==> config.mk <==
export PLATFORM = sky130hd
export DESIGN_NAME = ntt_wb_sequencer_flat
export DESIGN_NICKNAME = d
export VERILOG_FILES = /design/src/rtl/ntt_pkg.sv /design/src/rtl/ntt_wb_sequencer_if.sv /design/src/rtl/ntt_wb_delay_line.sv /design/src/rtl/ntt_wb_sequencer.sv /design/src/flat_wrapper.sv
export SDC_FILE = /design/constraint.sdc
export NUM_CORES = 1
export LEC_CHECK = 0
export BUFFER_PORTS_ARGS = -buffer_cell sky130_fd_sc_hd__buf_4
export CAP_MARGIN = 20
export CORE_MARGIN = 2
export CORE_UTILIZATION = 35
export DETAILED_ROUTE_END_ITERATION = 10
export GPL_TIMING_DRIVEN = 0
export PLACE_DENSITY = 0.55
export SETUP_SLACK_MARGIN = 0.05
export SLEW_MARGIN = 20
export SYNTH_ARGS = -nofsm -noshare
export SYNTH_HDL_FRONTEND = slang
export SYNTH_SLANG_ARGS = --single-unit
==> constraint.sdc <==
create_clock -name clk -period 4.7 [get_ports clk]
set_clock_uncertainty 0.05 [all_clocks]
set_input_delay 0.94 -clock clk [delete_from_list [all_inputs] [get_ports clk]]
set_output_delay 0.94 -clock clk [all_outputs]
set_load 0.01 [all_outputs]
==> src/rtl/ntt_pkg.sv <==
// Shared definitions for the 512-point mixed-radix NTT sequencer.
// Contents: size constants, the sequencer state encoding, the delay-line
// entry layout and the (p, c) -> tuple / address-group mapping that the
// read-side address generator reuses.
package ntt_pkg;

  localparam int N         = 512;
  localparam int ADDR_W    = $clog2(N);
  localparam int STAGE_CYC = 128;
  localparam int CNT_W     = $clog2(STAGE_CYC);

  localparam logic [2:0] FIRST_P = 3'd4;
  localparam logic [2:0] LAST_P  = 3'd0;

  typedef enum logic [1:0] {
    S_IDLE  = 2'd0,
    S_ISSUE = 2'd1,
    S_DRAIN = 2'd2,
    S_DONE  = 2'd3
  } state_t;

  // Four butterfly addresses, element m is a_m.
  typedef logic [3:0][ADDR_W-1:0] addr_group_t;

  typedef struct packed {
    logic [CNT_W-1:0] i;
    logic [CNT_W-1:0] k;
    logic [CNT_W-1:0] j;
  } tuple_t;

  typedef struct packed {
    logic        valid;
    addr_group_t addr;
    logic [2:0]  p;
  } dl_entry_t;

  // Radix-2 pass uses i=c; radix-4 passes split c into group k and offset j
  // with j taking the low 2p bits.
  function automatic tuple_t ntt_tuple(input logic [2:0] p, input logic [CNT_W-1:0] c);
    tuple_t           t;
    logic [3:0]       sh;
    logic [CNT_W-1:0] mask;
    t    = '0;
    sh   = {p, 1'b0};
    mask = (CNT_W'(1) << sh) - CNT_W'(1);
    if (p == FIRST_P) begin
      t.i = c;
    end else begin
      t.j = c & mask;
      t.k = c >> sh;
    end
    return t;
  endfunction

  // a0 = k*4^(p+1) + j and stride 4^p for radix-4; a0 = i, stride 128 for
  // the radix-2 pass. All results stay below N by construction.
  function automatic addr_group_t ntt_addr_group(input logic [2:0] p, input logic [CNT_W-1:0] c);
    addr_group_t       g;
    tuple_t            t;
    logic [ADDR_W-1:0] base;
    logic [ADDR_W-1:0] step;
    logic [3:0]        sh;
    t  = ntt_tuple(p, c);
    sh = {p, 1'b0};
    if (p == FIRST_P) begin
      base = ADDR_W'(t.i);
      step = ADDR_W'(STAGE_CYC);
    end else begin
      base = (ADDR_W'(t.k) << (sh + 4'd2)) + ADDR_W'(t.j);
      step = ADDR_W'(1) << sh;
    end
    g[0] = base;
    g[1] = base + step;
    g[2] = base + {step[ADDR_W-2:0], 1'b0};
    g[3] = base + step + {step[ADDR_W-2:0], 1'b0};
    return g;
  endfunction

endpackage

==> src/rtl/ntt_wb_sequencer_if.sv <==
// Control/issue/write-back bundle of the NTT sequencer.
//   start, stall            : control into the sequencer
//   iss_valid, iss_p/i/k/j  : read-side tuple
//   wr_en, wr_addr_0..3,wr_p: write-port address group
//   busy, done              : status
// master = sequencer side, slave = controller / memory side.
interface ntt_wb_sequencer_if;
  import ntt_pkg::*;

  logic              start;
  logic              stall;
  logic              iss_valid;
  logic [2:0]        iss_p;
  logic [CNT_W-1:0]  iss_i;
  logic [CNT_W-1:0]  iss_k;
  logic [CNT_W-1:0]  iss_j;
  logic              wr_en;
  logic [ADDR_W-1:0] wr_addr_0;
  logic [ADDR_W-1:0] wr_addr_1;
  logic [ADDR_W-1:0] wr_addr_2;
  logic [ADDR_W-1:0] wr_addr_3;
  logic [2:0]        wr_p;
  logic              busy;
  logic              done;

  modport master (
    input  start, stall,
    output iss_valid, iss_p, iss_i, iss_k, iss_j,
    output wr_en, wr_addr_0, wr_addr_1, wr_addr_2, wr_addr_3, wr_p,
    output busy, done
  );

  modport slave (
    output start, stall,
    input  iss_valid, iss_p, iss_i, iss_k, iss_j,
    input  wr_en, wr_addr_0, wr_addr_1, wr_addr_2, wr_addr_3, wr_p,
    input  busy, done
  );

endinterface

==> src/rtl/ntt_wb_delay_line.sv <==
// Enable-gated shift register that carries each issued address group
// through the butterfly latency.
//   clk, rst_n : clock, async active-low clear
//   en         : shift enable (pipeline advance)
//   din        : entry pushed at stage 0 (valid=0 is a bubble)
//   tail       : oldest stage, i.e. the entry at the write port
//   empty      : no valid entry behind the tail, so the line is empty as
//                soon as the current shift completes
module ntt_wb_delay_line
  import ntt_pkg::*;
#(
  parameter int LATENCY = 6
) (
  input  logic      clk,
  input  logic      rst_n,
  input  logic      en,
  input  dl_entry_t din,
  output dl_entry_t tail,
  output logic      empty
);

  dl_entry_t stage [LATENCY];

  // Shift register body; holds completely while en is low.
  always_ff @(posedge clk or negedge rst_n) begin
    if (!rst_n) begin
      for (int i = 0; i < LATENCY; i++) begin
        stage[i] <= '0;
      end
    end else if (en) begin
      stage[0] <= din;
      for (int i = 1; i < LATENCY; i++) begin
        stage[i] <= stage[i-1];
      end
    end
  end

  // Look-ahead empty: the tail leaves on the next shift, so only the
  // stages behind it matter. This lets the next stage issue on the cycle
  // right after the last write.
  always_comb begin
    empty = 1'b1;
    for (int i = 0; i < LATENCY - 1; i++) begin
      empty = empty & ~stage[i].valid;
    end
  end

  assign tail = stage[LATENCY-1];

endmodule

==> src/rtl/ntt_wb_sequencer.sv <==
// Loop controller and write-back address source for the 512-point
// mixed-radix NTT (radix-2 pass p=4, then radix-4 passes p=3..0).
//   clk, rst_n : clock, async active-low reset
//   bus        : ntt_wb_sequencer_if master (start/stall in; issue tuple,
//                write group, busy and done out)
// Each stage issues 128 tuples, then drains the butterfly pipeline so the
// next in-place read never overtakes a pending write.
module ntt_wb_sequencer
  import ntt_pkg::*;
#(
  parameter int LATENCY = 6
) (
  input  logic                clk,
  input  logic                rst_n,
  ntt_wb_sequencer_if.master  bus
);

  state_t           state;
  logic [CNT_W-1:0] c;
  logic [2:0]       p;
  logic             iss_valid;
  logic [CNT_W-1:0] iss_i;
  logic [CNT_W-1:0] iss_k;
  logic [CNT_W-1:0] iss_j;
  logic             busy;
  logic             done;

  logic             adv;
  tuple_t           nxt;
  dl_entry_t        dl_in;
  dl_entry_t        tail;
  logic             drained;

  // Advance qualifier, next-tuple lookup and the entry for the delay line.
  always_comb begin
    adv         = ~bus.stall;
    nxt         = ntt_tuple(p, c + CNT_W'(1));
    dl_in.valid = (state == S_ISSUE);
    dl_in.addr  = ntt_addr_group(p, c);
    dl_in.p     = p;
  end

  // Sequencing FSM: state, stage, counter and registered issue/status outputs.
  always_ff @(posedge clk or negedge rst_n) begin
    if (!rst_n) begin
      state     <= S_IDLE;
      c         <= '0;
      p         <= FIRST_P;
      iss_valid <= 1'b0;
      iss_i     <= '0;
      iss_k     <= '0;
      iss_j     <= '0;
      busy      <= 1'b0;
      done      <= 1'b0;
    end else begin
      case (state)
        S_IDLE: begin
          // start is honoured even while stalled
          if (bus.start) begin
            state     <= S_ISSUE;
            p         <= FIRST_P;
            c         <= '0;
            iss_valid <= 1'b1;
            iss_i     <= '0;
            iss_k     <= '0;
            iss_j     <= '0;
            busy      <= 1'b1;
          end
        end
        S_ISSUE: begin
          if (adv) begin
            if (c == CNT_W'(STAGE_CYC - 1)) begin
              state     <= S_DRAIN;
              c         <= '0;
              iss_valid <= 1'b0;
            end else begin
              c     <= c + CNT_W'(1);
              iss_i <= nxt.i;
              iss_k <= nxt.k;
              iss_j <= nxt.j;
            end
          end
        end
        S_DRAIN: begin
          if (adv && drained) begin
            if (p == LAST_P) begin
              state <= S_DONE;
              done  <= 1'b1;
            end else begin
              // tuple for c=0 is all-zero in every stage
              state     <= S_ISSUE;
              p         <= p - 3'd1;
              c         <= '0;
              iss_valid <= 1'b1;
              iss_i     <= '0;
              iss_k     <= '0;
              iss_j     <= '0;
            end
          end
        end
        S_DONE: begin
          if (adv) begin
            state <= S_IDLE;
            done  <= 1'b0;
            busy  <= 1'b0;
          end
        end
        default: begin
          state     <= S_IDLE;
          iss_valid <= 1'b0;
          busy      <= 1'b0;
          done      <= 1'b0;
        end
      endcase
    end
  end

  ntt_wb_delay_line #(
    .LATENCY(LATENCY)
  ) u_delay (
    .clk   (clk),
    .rst_n (rst_n),
    .en    (adv),
    .din   (dl_in),
    .tail  (tail),
    .empty (drained)
  );

  assign bus.iss_valid = iss_valid;
  assign bus.iss_p     = p;
  assign bus.iss_i     = iss_i;
  assign bus.iss_k     = iss_k;
  assign bus.iss_j     = iss_j;
  assign bus.busy      = busy;
  assign bus.done      = done;

  // The write strobe drops with stall so a held tail is never written twice.
  assign bus.wr_en     = tail.valid & adv;
  assign bus.wr_addr_0 = tail.addr[0];
  assign bus.wr_addr_1 = tail.addr[1];
  assign bus.wr_addr_2 = tail.addr[2];
  assign bus.wr_addr_3 = tail.addr[3];
  assign bus.wr_p      = tail.p;

endmodule

==> src/flat_wrapper.sv <==
// flat-port wrapper written by rule: the top's interface ports become plain ports
module ntt_wb_sequencer_flat import ntt_pkg::*;
#(
  parameter int LATENCY = 6
)
  (clk, rst_n, bus_start, bus_stall, bus_iss_valid, bus_iss_p, bus_iss_i, bus_iss_k, bus_iss_j, bus_wr_en, bus_wr_addr_0, bus_wr_addr_1, bus_wr_addr_2, bus_wr_addr_3, bus_wr_p, bus_busy, bus_done);
  ntt_wb_sequencer_if bus_i ();
  input  logic clk;
  input  logic rst_n;
  input wire logic [$bits(bus_i.start)-1:0] bus_start;
  input wire logic [$bits(bus_i.stall)-1:0] bus_stall;
  output wire logic [$bits(bus_i.iss_valid)-1:0] bus_iss_valid;
  output wire logic [$bits(bus_i.iss_p)-1:0] bus_iss_p;
  output wire logic [$bits(bus_i.iss_i)-1:0] bus_iss_i;
  output wire logic [$bits(bus_i.iss_k)-1:0] bus_iss_k;
  output wire logic [$bits(bus_i.iss_j)-1:0] bus_iss_j;
  output wire logic [$bits(bus_i.wr_en)-1:0] bus_wr_en;
  output wire logic [$bits(bus_i.wr_addr_0)-1:0] bus_wr_addr_0;
  output wire logic [$bits(bus_i.wr_addr_1)-1:0] bus_wr_addr_1;
  output wire logic [$bits(bus_i.wr_addr_2)-1:0] bus_wr_addr_2;
  output wire logic [$bits(bus_i.wr_addr_3)-1:0] bus_wr_addr_3;
  output wire logic [$bits(bus_i.wr_p)-1:0] bus_wr_p;
  output wire logic [$bits(bus_i.busy)-1:0] bus_busy;
  output wire logic [$bits(bus_i.done)-1:0] bus_done;
  assign bus_i.start = bus_start;
  assign bus_i.stall = bus_stall;
  assign bus_iss_valid = bus_i.iss_valid;
  assign bus_iss_p = bus_i.iss_p;
  assign bus_iss_i = bus_i.iss_i;
  assign bus_iss_k = bus_i.iss_k;
  assign bus_iss_j = bus_i.iss_j;
  assign bus_wr_en = bus_i.wr_en;
  assign bus_wr_addr_0 = bus_i.wr_addr_0;
  assign bus_wr_addr_1 = bus_i.wr_addr_1;
  assign bus_wr_addr_2 = bus_i.wr_addr_2;
  assign bus_wr_addr_3 = bus_i.wr_addr_3;
  assign bus_wr_p = bus_i.wr_p;
  assign bus_busy = bus_i.busy;
  assign bus_done = bus_i.done;
  ntt_wb_sequencer #(.LATENCY(LATENCY)) u_core (.clk(clk), .rst_n(rst_n), .bus(bus_i));
endmodule
==> impl_table.tex <==
\begin{tabular}{lr}
\hline
Metric & Value \\
\hline
\multicolumn{2}{l}{\textbf{Power}} \\
\quad Switching component of the power & around 2.6 mW \\
\quad Power Density & about 600 nW/um\^{}2 \\
\quad Maximum ir drop on the vdd rail & approximately 0.33 mV \\
\quad Portion of total power attributed to sequential cells & 0.424 \\
\quad Switching Fraction & 0.303 \\
\quad Proportion of power drawn by the clock network & 0.246 \\
\quad Static leakage & approximately 6.7 nW \\
\quad Total power & 8.52 mW \\
\quad Part of the total power dissipated in combinational logic & 0.330 \\
\quad P\_int & a little under 6 mW \\
\multicolumn{2}{l}{\textbf{Clock tree}} \\
\quad Clk sink count & between 200 and 300 \\
\quad Number of buffers created by CTS & 28 \\
\quad Root buffer cell & sky130\_fd\_sc\_hd\_\_clkbuf\_16 \\
\quad Number of levels the H-tree was split into & 1 \\
\quad Source-to-sink clock delay at the later pin of the worst-skew pair & between 0.5 and 0.6 ns \\
\quad Clock transition at path regs & 0.06 ns \\
\quad Number of buffers on the longest clock path & 3 \\
\quad CTS tree & yes \\
\multicolumn{2}{l}{\textbf{Drt}} \\
\quad Violation count after the first detailed-routing iteration & 322 \\
\quad Total wire length after detailed routing & between 20000 and 25000 um \\
\quad Via total after detailed routing & between 7000 and 8000 \\
\quad Antenna violation net count after detailed routing & 0 \\
\quad Count of unresolved DRC violations after routing & 0 \\
\quad Detail-routed net length per standard cell & 16.0 um \\
\quad Via density per instance & 4.79 \\
\quad Number of optimization iterations in the first detailed-route pass & 4 \\
\multicolumn{2}{l}{\textbf{Worst setup path}} \\
\quad FF-to-FF Start & u\_core.bus.iss\_p[2] \\
\quad Worst reg-to-reg path cell count & 19 \\
\quad Worst path most repeated cell & sky130\_fd\_sc\_hd\_\_ha\_4 \\
\quad Type of destination of the critical path & register \\
\quad Register-to-register setup slack & 0.19 ns \\
\quad Element type at the critical path start & register \\
\quad Worst EP required & 5.07 ns \\
\quad Worst Path Class, Setup & register to register \\
\quad Crit path cell chain & buf\_8, clkinvlp\_4, buf\_4, nand2\_1, inv\_2, or3\_4, xor2\_2, nor2\_1, ha\_4, or4b\_2, nand3\_2, ha\_4, a31oi\_2, xnor2\_1, ha\_1, inv\_1, o31a\_1, xnor3\_1, o21ai\_1 \\
\quad Kind of cell adding the most delay to the critical path & simple AND/OR/NAND/NOR gates \\
\quad Arrival time of data at the critical path endpoint & 4.88 ns \\
\quad Delay of the slowest critical-path stage & roughly 0.6 ns \\
\quad Number of buffer and inverter stages on the critical path & 5 \\
\quad Largest driver fanout on the critical path & 7 \\
\quad RR Endpoint & u\_core.u\_delay.stage[238] \\
\quad Slowest cell on the critical path & sky130\_fd\_sc\_hd\_\_or4b\_2 \\
\multicolumn{2}{l}{\textbf{Global routing}} \\
\quad Number of global-route vias before repair & approximately 7300 \\
\quad Wire length of the first global-routing pass & just under 40000 um \\
\quad Initial antenna violation count & 0 \\
\quad Leftover overflow at the end of global routing & 0 \\
\quad Largest net degree at the start of global routing & between 80 and 90 \\
\quad Total GRT Usage & 0.138 \\
\multicolumn{2}{l}{\textbf{Final layout}} \\
\quad Final nets & between 1000 and 1500 \\
\quad Antenna cells & 0 \\
\quad Ratio of cells with drive above 1 in the final layout & 0.410 \\
\quad Post-route core utilization & 0.427 \\
\quad Area Growth Syn to Fin & 20.6\% \\
\quad Post-route non-filler standard cell count & 1498 \\
\multicolumn{2}{l}{\textbf{Synthesis}} \\
\quad Number of enable flip-flop cells after synthesis & 0 \\
\quad Top post-synthesis cells by area & sky130\_fd\_sc\_hd\_\_dfrtp\_1 (56\%), sky130\_fd\_sc\_hd\_\_mux2\_2 (20\%), sky130\_fd\_sc\_hd\_\_ha\_1 (3.2\%) \\
\quad Average cell area after synthesis & 12.9 um\^{}2 \\
\quad Most used flip-flop cell after synthesis & sky130\_fd\_sc\_hd\_\_dfrtp\_1 \\
\quad Number of instances in the synthesized netlist & slightly above 900 \\
\quad FFs w/ async S/R, synth & 1.00 \\
\quad Count of unique library cells instantiated by Yosys & between 60 and 70 \\
\quad Synth Register Bits & around 260 \\
\quad Top cell type's share of synthesized area & 0.556 \\
\quad Share of synthesized area occupied by flip-flops and latches & 0.559 \\
\quad Leading cell types by count after synthesis & sky130\_fd\_sc\_hd\_\_dfrtp\_1 (263), sky130\_fd\_sc\_hd\_\_mux2\_2 (213), sky130\_fd\_sc\_hd\_\_nand2\_1 (64), sky130\_fd\_sc\_hd\_\_clkbuf\_1 (45), sky130\_fd\_sc\_hd\_\_buf\_4 (42) \\
\quad Yosys warning count & 0 \\
\quad Dominant cell type by area after synthesis & sky130\_fd\_sc\_hd\_\_dfrtp\_1 \\
\quad Cell area after synthesis & roughly 12000 um\^{}2 \\
\quad Synthesized net count & 952 \\
\quad Count leader, synth & sky130\_fd\_sc\_hd\_\_dfrtp\_1 \\
\multicolumn{2}{l}{\textbf{STA}} \\
\quad Worst Hold Margin & roughly 0.24 ns \\
\quad Final critical-path share of the clock period & 0.960 \\
\quad Final setup violation count & 0 \\
\quad Transition time at the pin with the least slew margin & between 0.7 and 0.8 ns \\
\quad Hold violation count in the final report & 0 \\
\quad Worst relative slew slack & 0.485 \\
\quad Post-layout min period & about 4.5 ns \\
\quad Count of pins over their slew limit & 0 \\
\quad Max Clk Rate & $\sim$220 MHz \\
\quad Unrepaired setup endpoints after global routing & false \\
\quad Aggregate negative setup slack & 0 ns \\
\multicolumn{2}{l}{\textbf{Place}} \\
\quad Input/output buffers & roughly 70 \\
\quad Inst Count DP & 1437 \\
\quad RD Place Congestion & 0.822 \\
\quad Detailed placer's ending HPWL & about 17000 um \\
\multicolumn{2}{l}{\textbf{Floorplan}} \\
\quad Starting Density & 0.354 \\
\quad Die span in x & approximately 190 um \\
\quad Die area & roughly 35000 um\^{}2 \\
\quad I/O pin count & 71 \\
\quad Vertical extent of the die & $\sim$190 um \\
\quad Number of cell rows & between 60 and 70 \\
\quad Core Region & about 33000 um\^{}2 \\
\multicolumn{2}{l}{\textbf{Min path}} \\
\quad Hold/Removal Path Class & primary input to async pin \\
\multicolumn{2}{l}{\textbf{Outcome}} \\
\quad Status & complete, no violations \\
\multicolumn{2}{l}{\textbf{Flow run}} \\
\quad Max-Cap Viols & 0 \\
\hline
\end{tabular}
flip-flops by register name, summed over array words and instances (netlist names):
register              cells
u_core.state              2
u_core.bus.iss_i          7
u_core.bus.iss_k          7
u_core.bus.iss_j          7
u_core.u_delay.tail      38
u_core.bus.iss_valid      1
u_core.bus.busy           1
u_core.c                  7
u_core.bus.iss_p          3
u_core.bus.done           1
u_core.u_delay.stage    190
placed cells by master (no fill, tap or decap), types with 4 or more instances in the layout:
cell / synthesis / routed
sky130_fd_sc_hd__mux2i_1: 7 / 7
sky130_fd_sc_hd__dfrtp_1: 263 / 261
sky130_fd_sc_hd__o41ai_1: 4 / 4
sky130_fd_sc_hd__inv_1: 12 / 10
sky130_fd_sc_hd__clkbuf_8: 0 / 4
sky130_fd_sc_hd__nor2_1: 28 / 28
sky130_fd_sc_hd__a31o_2: 5 / 4
sky130_fd_sc_hd__a21oi_1: 17 / 15
sky130_fd_sc_hd__nor3_1: 6 / 6
sky130_fd_sc_hd__o31ai_1: 8 / 8
sky130_fd_sc_hd__nor2b_1: 8 / 7
sky130_fd_sc_hd__xnor2_1: 21 / 19
sky130_fd_sc_hd__and3_1: 7 / 6
sky130_fd_sc_hd__o21ai_0: 41 / 40
sky130_fd_sc_hd__buf_4: 42 / 123
sky130_fd_sc_hd__xor2_1: 10 / 7
sky130_fd_sc_hd__clkbuf_16: 0 / 28
sky130_fd_sc_hd__nand3_1: 11 / 9
sky130_fd_sc_hd__mux2_2: 213 / 213
sky130_fd_sc_hd__ha_4: 0 / 8
sky130_fd_sc_hd__clkbuf_1: 45 / 53
sky130_fd_sc_hd__a22o_1: 8 / 8
sky130_fd_sc_hd__ha_1: 30 / 21
sky130_fd_sc_hd__nor3b_1: 4 / 4
sky130_fd_sc_hd__nand2_1: 64 / 63
sky130_fd_sc_hd__a21o_1: 4 / 4
sky130_fd_sc_hd__a31oi_1: 7 / 4
layer usage:
metal  vias to the layer above  share of wire  wire, um  track usage
met3                        35          0.039       935       0.0221
met5                         -              0         0            0
met4                         0          0.018       441       0.0300
met2                       110           0.47     11200        0.224
li1                       3451              -         -            -
met1                      3578           0.48     11500        0.195
power groups by stage:
stage	Sequential [mW]	Combinational [mW]	Clock (mW)
after floorplan	3.51	1.81	0
after global placement	3.65	2.54	0
after detailed placement	3.67	2.58	0
after CTS	3.63	2.73	2.16
after global routing	3.75	3.09	2.25
final	3.61	2.81	2.10
how the worst max path moves through the flow:
stage               depth (start not counted)                 from  slack [ns]                        end
floorplan                                  21  u_core.bus.iss_p[2]        0.09  u_core.u_delay.stage[238]
global placement                           21  u_core.bus.iss_p[0]       -1.06  u_core.u_delay.stage[238]
detailed placement                         20  u_core.bus.iss_p[0]       -1.05  u_core.u_delay.stage[238]
CTS                                        18  u_core.bus.iss_p[0]        0.02  u_core.u_delay.stage[229]
global route                               19  u_core.bus.iss_p[2]        0.03  u_core.u_delay.stage[238]
finish                                     19  u_core.bus.iss_p[2]        0.19  u_core.u_delay.stage[238]
area by class of cell:
| class | count | area (um^2) |
|---|---|---|
| fillers | 3131 | 19200 |
| flip-flops and latches | 264 | 6610 |
| multi-input cells | 548 | 4940 |
| clock buffers | 45 | 805 |
| repair buffers | 85 | 706 |
| well taps | 448 | 561 |
| plain buffers | 89 | 529 |
| clock inverters | 5 | 63.8 |
| inverters | 14 | 58.8 |
logic make-up (layout without fill, tap and decap cells):
logic type,after synthesis,in the layout,synth area share
simple gates,152,152,0.0622
fa+ha+maj,31,31,0.0334
flops,264,264,0.559
mux,220,220,0.209
buf+inv,105,238,0.0480
compound gates,113,113,0.0643
xor+xnor,32,32,0.0249
what timing repair did:
action / in CTS / in global routing
hold buffers: 0 / 0
endpoints found under the setup margin: 17 / 5
resized for setup: 36 / 21
pin swaps: 7 / 7
gates cloned: 0 / 0
endpoints found under the hold margin: 0 / 0
setup buffers: 6 / 7
metrics by stage:
| stage | worst slack [ns] | instance area [um^2] |
|---|---|---|
| detailed placement | -1.05 | 13000 |
| finish | 0.189 | 14300 |
| CTS | 0.0206 | 14100 |
| global route | 0.0300 | 14300 |
| floorplan | 0.0921 | 11800 |
| global placement | -1.06 | 12900 |
Power figures use the tool's default switching activity.
